===== src/rtl/core_ctrl_pkg.sv =====
// Shared types for the core pipeline controller.
package core_ctrl_pkg;

    typedef enum logic [0:0] {
        RUN      = 1'b0,
        MDU_WAIT = 1'b1
    } ctrl_state_e;

    // Hold/bubble controls for the four pipeline registers behind IF.
    typedef struct packed {
        logic stall_if;
        logic stall_id;
        logic stall_exe;
        logic stall_mem;
        logic flush_id;
        logic flush_exe;
        logic flush_mem;
        logic flush_wb;
    } pipe_ctrl_t;

endpackage


===== src/rtl/perf_counter.sv =====
// Wrapping event counter with synchronous clear.
module perf_counter #(
    parameter int unsigned CNT_W = 32
) (
    input  logic             clk,
    input  logic             reset,
    input  logic             inc,
    output logic [CNT_W-1:0] count
);

    logic [CNT_W-1:0] count_q;

    // Count one event per cycle, wrapping modulo 2^CNT_W.
    always_ff @(posedge clk) begin
        if (reset) begin
            count_q <= '0;
        end else if (inc) begin
            count_q <= count_q + CNT_W'(1);
        end
    end

    assign count = count_q;

endmodule


===== src/rtl/pipeline_controller.sv =====
// Stall/flush arbitration, MDU wait sequencing and performance counters
// for the 5-stage core.
module pipeline_controller
    import core_ctrl_pkg::*;
#(
    parameter int unsigned CNT_W = 32
) (
    input  logic             clk,
    input  logic             reset,
    input  logic             load_hazard,
    input  logic             branch_hazard,
    input  logic             imem_stall,
    input  logic             dmem_stall,
    input  logic             mdu_op_exe,
    input  logic             mdu_done,
    output logic             stall_if,
    output logic             stall_id,
    output logic             stall_exe,
    output logic             stall_mem,
    output logic             flush_id,
    output logic             flush_exe,
    output logic             flush_mem,
    output logic             flush_wb,
    output logic             mdu_start,
    output logic             mdu_busy,
    output logic [CNT_W-1:0] perf_stall_cycles,
    output logic [CNT_W-1:0] perf_branch_flushes,
    output logic [CNT_W-1:0] perf_load_bubbles
);

    ctrl_state_e state_q, state_d;
    logic        launched_q, launched_d;
    pipe_ctrl_t  ctrl;
    logic        start;
    logic        branch_inc;
    logic        load_inc;

    // State and launch-flag registers.
    always_ff @(posedge clk) begin
        if (reset) begin
            state_q    <= RUN;
            launched_q <= 1'b0;
        end else begin
            state_q    <= state_d;
            launched_q <= launched_d;
        end
    end

    // Priority arbitration in RUN, MDU wait handling, launch-flag update.
    always_comb begin
        ctrl       = '0;
        start      = 1'b0;
        branch_inc = 1'b0;
        load_inc   = 1'b0;
        state_d    = state_q;
        launched_d = launched_q;

        if (reset) begin
            ctrl.flush_id  = 1'b1;
            ctrl.flush_exe = 1'b1;
            ctrl.flush_mem = 1'b1;
            ctrl.flush_wb  = 1'b1;
        end else begin
            unique case (state_q)
                RUN: begin
                    if (dmem_stall) begin
                        ctrl.stall_if  = 1'b1;
                        ctrl.stall_id  = 1'b1;
                        ctrl.stall_exe = 1'b1;
                        ctrl.stall_mem = 1'b1;
                        ctrl.flush_wb  = 1'b1;
                    end else if (branch_hazard) begin
                        ctrl.flush_id  = 1'b1;
                        ctrl.flush_exe = 1'b1;
                        ctrl.flush_mem = 1'b1;
                        branch_inc     = 1'b1;
                    end else if (mdu_op_exe && !launched_q) begin
                        start          = 1'b1;
                        ctrl.stall_if  = 1'b1;
                        ctrl.stall_id  = 1'b1;
                        ctrl.stall_exe = 1'b1;
                        ctrl.flush_mem = 1'b1;
                        state_d        = MDU_WAIT;
                    end else if (load_hazard) begin
                        ctrl.stall_if  = 1'b1;
                        ctrl.stall_id  = 1'b1;
                        ctrl.flush_exe = 1'b1;
                        load_inc       = 1'b1;
                    end else if (imem_stall) begin
                        ctrl.stall_if  = 1'b1;
                        ctrl.flush_id  = 1'b1;
                    end
                end
                MDU_WAIT: begin
                    // Completion cycle releases everything so EXE/MEM captures the result.
                    if (mdu_done) begin
                        state_d = RUN;
                    end else begin
                        ctrl.stall_if  = 1'b1;
                        ctrl.stall_id  = 1'b1;
                        ctrl.stall_exe = 1'b1;
                        ctrl.flush_mem = 1'b1;
                    end
                end
                default: state_d = RUN;
            endcase

            // Setting wins: the launch cycle always holds ID/EXE.
            if (start) begin
                launched_d = 1'b1;
            end else if (!ctrl.stall_exe || ctrl.flush_exe) begin
                launched_d = 1'b0;
            end
        end
    end

    assign stall_if  = ctrl.stall_if;
    assign stall_id  = ctrl.stall_id;
    assign stall_exe = ctrl.stall_exe;
    assign stall_mem = ctrl.stall_mem;
    assign flush_id  = ctrl.flush_id;
    assign flush_exe = ctrl.flush_exe;
    assign flush_mem = ctrl.flush_mem;
    assign flush_wb  = ctrl.flush_wb;
    assign mdu_start = start;
    assign mdu_busy  = (state_q == MDU_WAIT) && !reset;

    perf_counter #(.CNT_W(CNT_W)) u_stall_cnt (
        .clk   (clk),
        .reset (reset),
        .inc   (ctrl.stall_if),
        .count (perf_stall_cycles)
    );

    perf_counter #(.CNT_W(CNT_W)) u_branch_cnt (
        .clk   (clk),
        .reset (reset),
        .inc   (branch_inc),
        .count (perf_branch_flushes)
    );

    perf_counter #(.CNT_W(CNT_W)) u_load_cnt (
        .clk   (clk),
        .reset (reset),
        .inc   (load_inc),
        .count (perf_load_bubbles)
    );

endmodule

===== config.mk =====
export PLATFORM = sky130hd
export DESIGN_NAME = pipeline_controller
export DESIGN_NICKNAME = d
export VERILOG_FILES = /design/src/rtl/core_ctrl_pkg.sv /design/src/rtl/perf_counter.sv /design/src/rtl/pipeline_controller.sv
export SDC_FILE = /design/constraint.sdc
export NUM_CORES = 1
export LEC_CHECK = 0
export CAP_MARGIN = 25
export CORE_UTILIZATION = 45
export CTS_CLUSTER_SIZE = 24
export DETAILED_ROUTE_END_ITERATION = 7
export HOLD_SLACK_MARGIN = 0.15
export PLACE_DENSITY_LB_ADDON = 0.3
export SLEW_MARGIN = 20
export SYNTH_ARGS = -nofsm -noshare
export SYNTH_HDL_FRONTEND = slang
export SYNTH_SLANG_ARGS = --single-unit

===== constraint.sdc =====
create_clock -name clk -period 2.55 [get_ports clk]
set_input_delay 0.51 -clock clk [delete_from_list [all_inputs] [get_ports clk]]
set_output_delay 0.51 -clock clk [all_outputs]
set_load 0.02 [all_outputs]

-- Yosys cells after proc, flatten, opt, wreduce, memory -nomap -nowiden
Index checks and enable logic that the tools add are counted.
- logic and storage cells: 55
- register bits: 98
- output and inout port bits: 106
- input bits: 8
- reduce and logical (&&, ||, !) cells: 7
- multiplexer cells: 39
- bitwise operators: 1
- add/subtract/negate cells: 3
- operators by type and width (kind ; number):
    32-bit by 1-bit adder with 32-bit output (second input constant) ; 3
    1-bit two-way mux ; 24
    3-bit two-way mux ; 8
    4-bit two-way mux ; 2
    3-bit one-hot mux with 2 select lines ; 1
    2-bit two-way mux ; 2
    1-bit one-hot mux with 2 select lines ; 2
    1-bit zero test ; 3
    1-bit logical AND ; 2
    2-bit nonzero test ; 1
    1-bit logical OR ; 1
    1-bit inverter ; 1

-- Longest topological paths before layout
- depth after elaboration: 11
- gate-level depth with buffers: 8
- mapped depth without buffers: 6

-- Modules after synthesis
From an unflattened synthesis, not the netlist that was laid out.
- cell total of the unflattened synthesis: 577
- area total of the unflattened synthesis: 4938.5 um^2
- by module, submodules not included (module ; sequential area each (um^2) ; cells each ; area each (um^2) ; times used):
    perf_counter (u_branch_cnt ...) ; 640.6 ; 181 ; 1564.0 ; 2
    perf_counter (u_stall_cnt) ; 640.6 ; 182 ; 1571.5 ; 1
    pipeline_controller ; 40.0 ; 33 ; 239.0 ; 1

-- Least setup slack after synthesis
OpenSTA, ideal clock, no wires.
- path kind: register -> register
- from: reg u_stall_cnt.count_q[10], in the netlist u_stall_cnt.count[10]
- to: reg u_stall_cnt.count_q[27], in the netlist u_stall_cnt.count[27]
- data arrival time: 2.262 ns
- path buffers: 1
- library setup time: 0.070 ns
- path slack: 0.217 ns
- stages on the path, launching flop included: 7
- data required time: 2.480 ns
- path through: dfxtp_1 nand4_2 or4_4 or4_1 buf_2 or3_1 a21oi_1
- longest elaborated chain between the ends: 1
- ends and longest elaborated chain (what ; RTL line ; source):
    start, declared ; perf_counter.sv:11 ; logic [CNT_W-1:0] count_q;
    start signal, assigned ; perf_counter.sv:18 ; count_q <= count_q + CNT_W'(1);
    32-bit by 1-bit adder with 32-bit output ; perf_counter.sv:18 ;
No other way between the ends.
A chain may end at the register's enable or synchronous reset.

-- Worst setup path in the final report
- from: in dmem_stall
- to: out stall_if
- longest elaborated chain between the ends: 4
- ends and longest elaborated chain (what ; RTL line ; source):
    start, declared ; pipeline_controller.sv:13 ; input logic dmem_stall,
    3-bit two-way mux ; pipeline_controller.sv:66 ; if (dmem_stall) begin
    3-bit one-hot mux with 2 select lines ; pipeline_controller.sv:64 ; unique case (state_q)
    3-bit two-way mux ; pipeline_controller.sv:58 ; if (reset) begin
    4-bit two-way mux ; pipeline_controller.sv:58 ;
    end, declared ; pipeline_controller.sv:16 ; output logic stall_if,
No other way between the ends. The select of a mux whose other input is x is not followed.

==> flow_summary.json <==
{
  "status": "complete, no violations",
  "synth_simple_gate_area_share_pct": 33.9,
  "pwr-share-clk_pct": 39.3,
  "placedInstanceArea_sq_um": 6260,
  "core_sq_um": 10200,
  "avgSynthCellArea_sq_um": 8.18,
  "synth_fa_ha_area_share_pct": 0.794,
  "p_leak_nw": 2.13,
  "drive_gt1_share_pct": 11.7,
  "vias": 4799,
  "fin_nets": 732,
  "pwr-share-seq_pct": 54.2,
  "cts.htree.levels": 3,
  "switchingPower_uw": 684,
  "skew_ns": 0.0130,
  "synthArstFlopShare_pct": 0,
  "first_global_vias": 4666,
  "final_hold_viol_count": 0,
  "irDropWorstVdd_mv": 0.292,
  "die_y_um": 104,
  "drc": 0,
  "min_path_type": "flop to flop",
  "synthCells": 578,
  "routed-wl-met2_um": 6190,
  "synth_top_cell_by_area": "dfxtp_1",
  "synth_nets": 589,
  "ys_warn_count": 0,
  "power_density_nw_per_um2": 441,
  "p_comb_share_pct": 6.5,
  "synth_xor_area_share_pct": 11.5,
  "dp_hpwl_um": 9410,
  "setup_viol_count_final": 0,
  "insertion_delay_ns": 0.36,
  "p_sw_share_pct": 23.9,
  "regToRegStartpoint": "u_stall_cnt.count[16]",
  "crit_path_start": "dmem_stall",
  "postCtsSetupRepairBufs": 0,
  "placed_cells": 846,
  "cp-start-kind": "input pin",
  "grt_pass1_wl_um": 21500,
  "rsz0062_at_grt": "false",
  "finalNonFillerCells": 862,
  "numCtsBuffers": 9,
  "grt_start_max_net_pins": 36,
  "hp-start": "u_branch_cnt.count[31]",
  "arrival_ns": 1.97,
  "synthDistinctLibCells": 39,
  "synth_edf_count": 0,
  "relSlewSlack_pct": 70.6,
  "yosysSeqAreaShare_pct": 41.5,
  "final_core_util_pct": 63.4,
  "num_rows": 37,
  "grt_use_total_pct": 23.8,
  "crit_path_end_kind": "output port",
  "maxUsedRoutingLayer": "met4",
  "syn_area_sq_um": 4730,
  "drt_pass1_iterations": 4,
  "pin_count": 114,
  "fmax_mhz": 403,
  "routed_via_density": 5.57,
  "post-route-period-util_pct": 97.4,
  "antenna_found_initial": 0,
  "route.met3.wl_um": 606,
  "gp_congestion": 0.850,
  "cts_tree": "done",
  "setup_tns_ns": 0,
  "clk_pin_slew_ns": 0.10,
  "diodes": 0,
  "cp_max_fo": 4,
  "synth-compound-area-share_pct": 8.73,
  "min_period_ns": 2.48,
  "finalWirelength_um": 12700,
  "cts_sinks": 98,
  "grt-ovfl-total": 0,
  "wl_per_cell_um": 14.8,
  "detail-route-antenna-nets": 0,
  "finish.instance_area_sq_um": 6490,
  "synth_top_family_by_area": "simple AND/OR/NAND/NOR gates",
  "dieWidth_um": 104,
  "ys.flop_type": "dfxtp_1",
  "io_buffers": 113,
  "initial_core_util_pct": 46.2,
  "drv_slew": 0,
  "critPathKind": "input pin to output port",
  "fillerInstances": 874,
  "ys_top_cells_by_area": "dfxtp_1 (42%), nor2_1 (6.5%), xnor2_1 (6.3%)",
  "tightest_slew_ns": 0.438,
  "maxCapViolCount": 0,
  "synth_mux_area_share_pct": 0.476,
  "drt_iter0_markers": 171,
  "cts.path.max_buffers": 2,
  "die-area_sq_um": 10900,
  "ys_ff_latch": 98,
  "required_ns": 2.04,
  "syn2layout_area_growth_pct": 37.2,
  "synth_top_area_share_pct": 41.5,
  "ctsHoldBuffers": 0,
  "p_int_mw": 2.17,
  "cts-root-buf": "clkbuf_8",
  "wl_met1_um": 5700
}
[what timing repair did]
item / in CTS / in global routing
endpoints found under the setup margin: 7 / 9
gates cloned: 0 / 0
gates resized for setup: 12 / 9
[per-layer routing]
metal	track usage (%)	vias to the layer above
met5	0	-
met4	8.57	0
met3	3.63	24
met2	39.7	136
met1	30.9	2293
li1	-	2346
[stage by stage]
step	hold slack (ns)	total power, mW	setup slack [ns]
after floorplan	0.475	1.67	0.217
after global placement	0.472	1.77	-0.324
after detailed placement	0.490	1.77	-0.318
after CTS	0.503	2.89	0.00101
after global routing	0.514	2.96	0.00895
final	0.497	2.86	0.0656
[flip-flops by register name, indices dropped and copies added (netlist names)]
name,cells
u_stall_cnt.count,32
state_q,1
launched_q,1
u_branch_cnt.count,32
u_load_cnt.count,32
[critical path, stage by stage]
cell	delay [ns]
clkdlybuf4s50_1	0.45
buf_4	0.17
or3b_4	0.37
nand2_2	0.09
nor2_2	0.07
dlygate4sd2_1	0.32
[cell usage in the layout (no fill, tap or decap), types with 8 or more instances in the layout]
master,n
buf_4,45
nand2_1,36
nor2_1,81
clkdlybuf4s50_1,105
xnor2_1,34
xor2_1,28
nor3_1,15
or4_1,13
clkbuf_8,9
nand3_1,36
nor4_1,17
o21ai_0,21
a21oi_1,37
o31ai_1,8
or3_1,20
inv_1,13
nand4_1,35
dfxtp_1,98
[cell usage after synthesis, types with 4 or more instances]
library cell	instances
nor3_1	16
nor4_1	18
o31ai_1	8
and4_1	7
and2_1	4
xor2_1	28
nand2_1	37
nand2b_1	6
a21oi_1	37
or4_1	14
nor2b_1	6
dfxtp_1	98
xnor2_1	34
nor2_1	82
nand3_1	36
nand4_1	35
or3_1	20
inv_1	13
o21ai_0	21
clkbuf_1	22
and3_1	7
[final timing paths]
| kind | slack (ns) | depth (start not counted) | endpoint |
|---|---|---|---|
| worst max-delay path | 0.07 | 6 | stall_if |
| worst max register to register | 0.27 | 5 | u_stall_cnt.count[27] |
| worst min-delay path | 0.50 | 2 | u_branch_cnt.count[31] |
| worst min register to register | 0.50 | 2 | u_branch_cnt.count[31] |
[power groups by stage]
stage                     sequential (mW)  combinational [mW]  clock [mW]
final                                1.55               0.185        1.12
after global routing                 1.55               0.199        1.21
after CTS                            1.55               0.184        1.15
after detailed placement             1.58               0.186           0
after global placement               1.58               0.184           0
after floorplan                      1.59              0.0859           0
[area by class of cell]
cell class | count | area, sq um | area share (%)
well taps | 136 | 170 | 2.62
clock inverters | 7 | 103 | 1.58
repair buffers | 157 | 1440 | 22.2
flip-flops and latches | 98 | 1960 | 30.2
clock buffers | 9 | 124 | 1.91
inverters | 13 | 48.8 | 0.752
multi-input cells | 442 | 2640 | 40.7
[logic make-up after synthesis]
kind of cell / count (synthesis)
muxes: 2
xor gates and xnor gates: 62
adders and majority gates: 3
AOI/OAI and AO/OA: 74
and+or+nand+nor: 301
buffers and inverters: 38
DFF: 98
Power figures use the tool's default switching activity.
